===== config.mk =====
export PLATFORM = sky130hd
export DESIGN_NAME = pes_usr_flat
export DESIGN_NICKNAME = d
export VERILOG_FILES = /design/src/rtl/pes_usr_if.sv /design/src/rtl/pes_usr.sv /design/src/flat_wrapper.sv
export SDC_FILE = /design/constraint.sdc
export NUM_CORES = 1
export LEC_CHECK = 0
export CAP_MARGIN = 10
export CORE_AREA = 2 2 39 41
export DETAILED_ROUTE_END_ITERATION = 16
export DIE_AREA = 0 0 41 43
export PLACE_DENSITY_LB_ADDON = 0.25
export SETUP_SLACK_MARGIN = 0.02
export SLEW_MARGIN = 20
export SYNTH_ARGS = -nofsm -noshare
export SYNTH_HDL_FRONTEND = slang
export SYNTH_SLANG_ARGS = --single-unit

===== constraint.sdc =====
create_clock -name clk -period 1 [get_ports clk]
set_input_delay 0.1 -clock clk [delete_from_list [all_inputs] [get_ports clk]]
set_output_delay 0.1 -clock clk [all_outputs]
set_load 0.01 [all_outputs]

===== src/rtl/pes_usr_if.sv =====
// Bus bundle for the universal shift register.
// in/cnt flow master->slave, q flows slave->master.
interface pes_usr_if #(
  parameter int WIDTH = 4
);
  logic [WIDTH-1:0] in;
  logic [1:0]       cnt;
  logic [WIDTH-1:0] q;

  modport master (
    output in,
    output cnt,
    input  q
  );

  modport slave (
    input  in,
    input  cnt,
    output q
  );
endinterface


===== src/rtl/pes_usr.sv =====
// Universal shift register: hold, shift right, shift left or load.
// Ports: clk, rst (async, active-low), bus.in/bus.cnt in, bus.q out.
module pes_usr #(
  parameter int WIDTH = 4
) (
  input  logic       clk,
  input  logic       rst,
  pes_usr_if.slave   bus
);
  logic [WIDTH-1:0] q_r;

  assign bus.q = q_r;

  always_ff @(posedge clk or negedge rst) begin
    if (!rst) begin
      q_r <= '0;
    end else begin
      unique case (bus.cnt)
        2'b00: q_r <= q_r;
        // serial-in at MSB comes from in's MSB
        2'b01: q_r <= {bus.in[WIDTH-1],
                       q_r[WIDTH-1:1]};
        // serial-in at LSB comes from in's LSB
        2'b10: q_r <= {q_r[WIDTH-2:0],
                       bus.in[0]};
        2'b11: q_r <= bus.in;
        default: q_r <= 'x;
      endcase
    end
  end
endmodule


===== src/flat_wrapper.sv =====
// flat-port wrapper written by rule: the top's interface ports become plain ports
module pes_usr_flat 
#(
  parameter int WIDTH = 4
)
  (clk, rst, bus_in, bus_cnt, bus_q);
  pes_usr_if #(.WIDTH(WIDTH)) bus_i ();
  input  logic clk;
  input  logic rst;
  input wire logic [$bits(bus_i.in)-1:0] bus_in;
  input wire logic [$bits(bus_i.cnt)-1:0] bus_cnt;
  output wire logic [$bits(bus_i.q)-1:0] bus_q;
  assign bus_i.in = bus_in;
  assign bus_i.cnt = bus_cnt;
  assign bus_q = bus_i.q;
  pes_usr #(.WIDTH(WIDTH)) u_core (.clk(clk), .rst(rst), .bus(bus_i));
endmodule

==> Word level (Yosys, flattened, before mapping) <==
Cells that the tools add are included.
{ "word_totals": {"romBits": 0, "latchBits": 0, "reg_bits": 4, "mem_count": 0, "output_inout_bits": 4, "mem_bits_rw": 0, "elab_cells": 6, "inputBits": 8} }
{ "classes": {"n_bitwise": 0, "n_eq_ne": 3, "addsub": 0, "multipliers": 0, "div_mod_pow": 0, "n_shift": 0, "n_lt_le_gt_ge": 0, "n_reduce_logical": 1, "muxes": 1} }
{ "ops": {"columns": ["operator", "n"], "rows": [
  ["one-hot mux 4 bit (3 select lines)", 1],
  ["equality test 2 bit, second input constant", 2],
  ["equality test 2 x 1 -> 1 bit, second input constant", 1],
  ["zero test 2 bit", 1]
]} }

==> Logic depth before layout (Yosys ltp) <==
Gate-level depths: netlist of the first run.
{ "logic_depth": {"word_depth": 2, "ltp_mapped": 2} }

==> Worst setup path after synthesis of the first run <==
OpenSTA, ideal clock, no wires.
{ "synth_timing": {"path_type": "reg2reg", "from": "register u_core.q_r[1] (netlist: u_core.bus.q[1])", "to": "register u_core.q_r[2] (netlist: u_core.bus.q[2])", "path_slack_ns": -0.035, "stages_incl_launch_ff": 2, "path_buffers": 0, "setup_ns": 0.140, "arrival_time_ns": 0.895, "cell_sequence": "dfrtp_1 mux4_1"} }
{ "synth_between": {"elab_chain_cells": 1} }
{ "synth_lines": {"columns": ["element", "line_no", "rtl"], "rows": [
  ["start, declared", "pes_usr.sv:10", "logic [WIDTH-1:0] q_r;"],
  ["start signal, assigned", "pes_usr.sv:19", "2'b00: q_r <= q_r;"],
  ["start signal, assigned", "pes_usr.sv:21", "2'b01: q_r <= {bus.in[WIDTH-1],"],
  ["start signal, assigned", "pes_usr.sv:24", "2'b10: q_r <= {q_r[WIDTH-2:0],"],
  ["one-hot mux 4 bit (3 select lines)", "pes_usr.sv:18", "unique case (bus.cnt)"]
]} }
Every way passes these cells.
A chain may end at the register's enable or synchronous reset.

==> Worst setup path after layout of the first run <==
{ "layout_timing": {"from": "register u_core.q_r[2] (netlist: u_core.bus.q[2])", "to": "register u_core.q_r[1] (netlist: u_core.bus.q[1])"} }
Same word-level chain as after synthesis.

==> results of run 1 <==
[per-stage QoR]
step	utilization (%)	cell area (um2)	worst slack, ps
final	24.3	337	7.01
after global routing	24.3	337	-27.2
after CTS	25.9	358	5.64
after detailed placement	23.7	328	-298
after global placement	23.7	328	-281
after floorplan	-	183	4.80
[power groups by stage]
stage	Sequential [mW]	Clock [mW]	Combinational [mW]
finish	0.211	0.200	0.133
floorplan	0.220	0	0.0397
global route	0.216	0.218	0.146
CTS	0.211	0.210	0.148
detailed placement	0.214	0	0.147
global placement	0.212	0	0.147
[synth_stat cells]
library cell,count,area share [%]
mux2i_1,2,11
o21ai_0,2,5.3
mux4_1,2,28
nand2_1,2,3.9
dfrtp_1,4,53
[placed cells by master, fill, tap and decap left out, drive strengths merged]
cell / instances
clkdlybuf4s50: 6
clkbuf: 6
dfrtp: 4
buf: 4
mux4: 2
mux2i: 2
nand2: 2
o21ai: 2
dlygate4sd2: 1
[logic make-up after synthesis]
kind of cell and after synthesis:
AO/OA/AOI/OAI 2, multiplexers 4, flip-flops 4, AND/OR/NAND/NOR 2
[worst paths after layout]
check	endpoint	start	slack [ps]
max reg2reg	u_core.bus.q[1]	u_core.bus.q[2]	7
max	u_core.bus.q[1]	u_core.bus.q[2]	7
max in group asynchronous	u_core.bus.q[2]	rst	760
min reg2reg	u_core.bus.q[3]	u_core.bus.q[3]	600
min	u_core.bus.q[0]	rst	70
min in group clk	u_core.bus.q[0]	bus_cnt[1]	420
[area by class of cell]
class                           instances  area, um2
Fill cell                             147       1050
Tap cell                               16       20.0
Multi-Input combinational cell          8       82.6
Clock buffer                            3       22.5
Sequential cell                         4        100
Timing Repair Buffer                   14        111
[layer usage]
layer  routed length (um)  part of all wire (%)  vias to the layer above  global-route usage [%]
met4                    0                     0                        0                    8.00
met2                  167                    35                       12                    7.19
met3                   82                    17                        0                    5.76
li1                     -                     -                       80                       -
met1                  231                    48                       83                    9.90
met5                    0                     0                        -                       0
[what timing repair did]
action | CTS | global route
setup buffers | 1 | 0
gates resized for setup | 10 | 4
setup endpoints to repair | 6 | 6
==> metrics.cfg, run 1 <==
[status]
status = finished clean

[pwr]
peakVddDrop_mv = 0.455
seq_power_share_pct = 38.9
clockPowerShare_pct = 36.7
cellPowerDensity_nw_per_um2 = 1610
finalPower_uw = 543
pwr-share-comb_pct = 24.4
p_int_uw = 407
p_sw_share_pct = 25.1
power.leakage_nw = 0.153
switching_power_uw = 137

[clock_tree]
htreeDepth = 1
cts_buffer_depth = 2
clk_pin_slew_ps = 40
clk_latency_ps = 230
cts_root_buf = clkbuf_4
cts.sinks = 4
cts_tree = yes
numCtsBuffers = 3
cts.hold.buffers_added = 0

[place]
place.gp.congestion = 0.761
portBuffers = 11
dpl.cell_count = 41

[drt]
wirelength_um = 481
ant_nets = 0
num_vias = 175
viasPerCell = 3.89
route.detailed.drc = 0
first_pass_iters = 2
post_drt_wl_per_cell_um = 10.7
drt_iter0_markers = 4

[floorplan]
ios = 12
start_util_pct = 13.7
core_um2 = 1380
dieArea_um2 = 1760
rows = 14
dieHeight_um = 43
dieWidth_um = 41

[setup_path]
cp.depth = 1
startpoint_type = flop
cp.required_ps = 1100
slowest_stage = mux4_2
end_kind = flop
cp_top_family = multiplexers
cp_num_buf_inv = 0
reg2reg_depth = 1
critical_path_class = reg2reg
worstPathMaxFanout = 4
worst_path_largest_cell_delay_ps = 460
critical_path.cell_chain = mux4_2
cp.arrival_ps = 1090

[synth]
synthCells = 12
ys_warn_count = 0
synthXorXnorAreaFrac_pct = 0
muxShareOfSynthArea_pct = 38.2
synth_top_family_by_area = multiplexers
synth_seq_cells = 4
avgSynthCellArea_um2 = 15.8
synth.distinct_cells = 5
synth_area_um2 = 190
yosysSeqAreaShare_pct = 52.6
synthSimpleGateAreaFrac_pct = 3.95
synth-compound-area-share_pct = 5.26
syn_nets = 20
synthAdderAreaFrac_pct = 0

[finish]
drive_gt1_share_pct = 41.4
diodes = 0
syn2layout_area_growth_pct = 77.0
largest_reg_flops = 4
nNetsFinal = 39
final_cells = 45

[sta]
worst_pin_slew_ps = 201
fmax_mhz = 1010
setup_tns_ps = 0
fin_hold_ws_ps = 66.7
hold_violations = 0
fin_crit_sh_pct = 99.3
skew_ps = 3.72
rsz0062_at_grt = yes
fin_crit_ps = 993
final_max_slew_viol_count = 0
setup_viol = 0
maxSlewHeadroom_pct = 86.6

[global_routing]
track_usage_pct = 7.69
overflow = 0
grt_pass1_vias = 180
grt_first_pass_wirelength_um = 793
grt_max_degree = 5
grt_antenna_before_repair = 0

[job]
drv_cap = 0

[hold_path]
hold_class = in2async

Note: power is estimated with default switching activity, not from simulation.
==> inputs of run 2 (changes only) <==
--- a/config.mk
+++ b/config.mk
@@ -10,7 +10,7 @@
 export DETAILED_ROUTE_END_ITERATION = 16
 export DIE_AREA = 0 0 41 43
 export PLACE_DENSITY_LB_ADDON = 0.25
-export SETUP_SLACK_MARGIN = 0.02
+export SETUP_SLACK_MARGIN = 0.05
 export SLEW_MARGIN = 20
 export SYNTH_ARGS = -nofsm -noshare
 export SYNTH_HDL_FRONTEND = slang
==> constraint.sdc (replaced) <==
create_clock -name clk -period 1.3 [get_ports clk]
set_input_delay 0.13 -clock clk [delete_from_list [all_inputs] [get_ports clk]]
set_output_delay 0.13 -clock clk [all_outputs]
set_load 0.01 [all_outputs]
==> metrics.cfg, run 2 (same netlist as run 1, synthesis figures left out) <==
[place]
dpl-instance-area_um2 = 335
place_ws_ps = -96.0
portBuffers = 11
place.gp.congestion = 0.698
dpl.cell_count = 41

[finish]
syn2layout_area_growth_pct = 85.5
nNetsFinal = 38
final_cells = 44
diodes = 0
fill_cells = 149
largest_reg_flops = 4
drive_gt1_share_pct = 17.9
layout_commonest_cell = clkdlybuf4s50_1
fin_area_um2 = 353
final_cell_mix = clkdlybuf4s50_1, dlygate4sd2_1, dfrtp_1, clkbuf_4

[global_routing]
grt.met3_usage_pct = 4.71
track_usage_pct = 8.29
overflow = 0
grt_pass1_vias = 203
met1_usage_pct = 9.87
grtUsageMet2_pct = 9.69
grt_max_degree = 6
grt_first_pass_wirelength_um = 869
grt_antenna_before_repair = 0
top_usage_layer = met1

[sta]
layout_setup_ws_ps = 147
hold_violations = 0
skew_ps = 0.441
fin_crit_sh_pct = 88.7
maxSlewHeadroom_pct = 86.2
worst_pin_slew_ps = 206
rsz0062_at_grt = no
fin_hold_ws_ps = 106
setup_viol = 0
final_max_slew_viol_count = 0
setup_tns_ps = 0
fmax_mhz = 868
fin_crit_ps = 1150

[floorplan]
dieHeight_um = 43
start_util_pct = 13.7
ios = 12
dieWidth_um = 41
dieArea_um2 = 1760
rows = 14
core_um2 = 1380

[clock_tree]
cts_root_buf = clkbuf_4
clk_pin_slew_ps = 40
cts_buffer_depth = 2
numCtsBuffers = 3
cts.hold.buffers_added = 0
cts.sinks = 4
clk_latency_ps = 240
htreeDepth = 1
cts_tree = yes

[pwr]
pwr-share-comb_pct = 23.5
seq_power_share_pct = 38.5
peakVddDrop_mv = 0.340
p_int_uw = 312
clockPowerShare_pct = 38.1
power.leakage_nw = 0.162
p_sw_share_pct = 25.2
cellPowerDensity_nw_per_um2 = 1180
switching_power_uw = 105

[setup_path]
cp_top_family = multiplexers
startpoint_type = primary input
end_kind = flop
worstPathMaxFanout = 4
critical_path.cell_chain = clkdlybuf4s50_1 > mux4_1
cp.arrival_ps = 1250
cp_num_buf_inv = 1
critical_path_class = in2reg
cp.required_ps = 1400
worst_path_largest_cell_delay_ps = 580
slowest_stage = mux4_1

[status]
status = finished clean

[drt]
first_pass_iters = 4
wirelength_um = 497
post_drt_wl_per_cell_um = 11.3
route.detailed.drc = 0
num_vias = 175
ant_nets = 0
viasPerCell = 3.98
drt_iter0_markers = 6

[job]
drv_cap = 0

[hold_path]
hold_class = in2async

==> run 2: changes by cell type in the layout (fill, tap and decap cells not counted) <==
cell | previous run | this run
clkbuf_2 | 3 | 0
clkdlybuf4s50_1 | 6 | 7
mux4_1 | 0 | 2
buf_2 | 1 | 0
dlygate4sd2_1 | 1 | 4
buf_4 | 3 | 2
mux4_2 | 2 | 0
==> run 2: timing repair <==
item,CTS,global route
setup buffers,0,0
resized for setup,4,0
setup endpoints to repair,4,0
==> run 2: cell type report <==
type / instances / area, um2 / area share (%)
tap: 16 / 20.0 / 5.67
clock buffer: 3 / 22.5 / 6.38
sequential: 4 / 100 / 28.4
timing repair buffer: 13 / 120 / 34.0
multi-input combinational: 8 / 90.1 / 25.5
==> run 2: metal layers <==
metal | vias up | share of wire (%)
li1 | 82 | -
met1 | 79 | 46
met2 | 14 | 38
met3 | 0 | 16
met4 | 0 | 0
met5 | - | 0
==> run 2: worst paths after layout <==
kind	startpoint	slack [ps]	cells past startpoint	end
max	bus_cnt[1]	150	2	u_core.bus.q[1]
min reg2reg	u_core.bus.q[3]	590	2	u_core.bus.q[3]
min in group clk	bus_in[0]	460	3	u_core.bus.q[0]
max reg2reg	u_core.bus.q[2]	260	1	u_core.bus.q[1]
max in group asynchronous	rst	1020	1	u_core.bus.q[0]
min	rst	110	1	u_core.bus.q[2]
==> run 2: per-stage QoR <==
| step | power (mW) | util (%) |
|---|---|---|
| global route | 0.453 | 25.5 |
| finish | 0.417 | 25.5 |
| floorplan | 0.198 | - |
| CTS | 0.432 | 25.5 |
| detailed placement | 0.276 | 24.2 |
| global placement | 0.274 | 24.2 |
==> run 2: power groups by stage <==
stage	sequential, mW	combinational (mW)	clock, mW
after floorplan	0.168	0.0296	0
after global placement	0.163	0.112	0
after detailed placement	0.163	0.113	0
after CTS	0.161	0.100	0.170
after global routing	0.165	0.107	0.181
final	0.161	0.0980	0.159
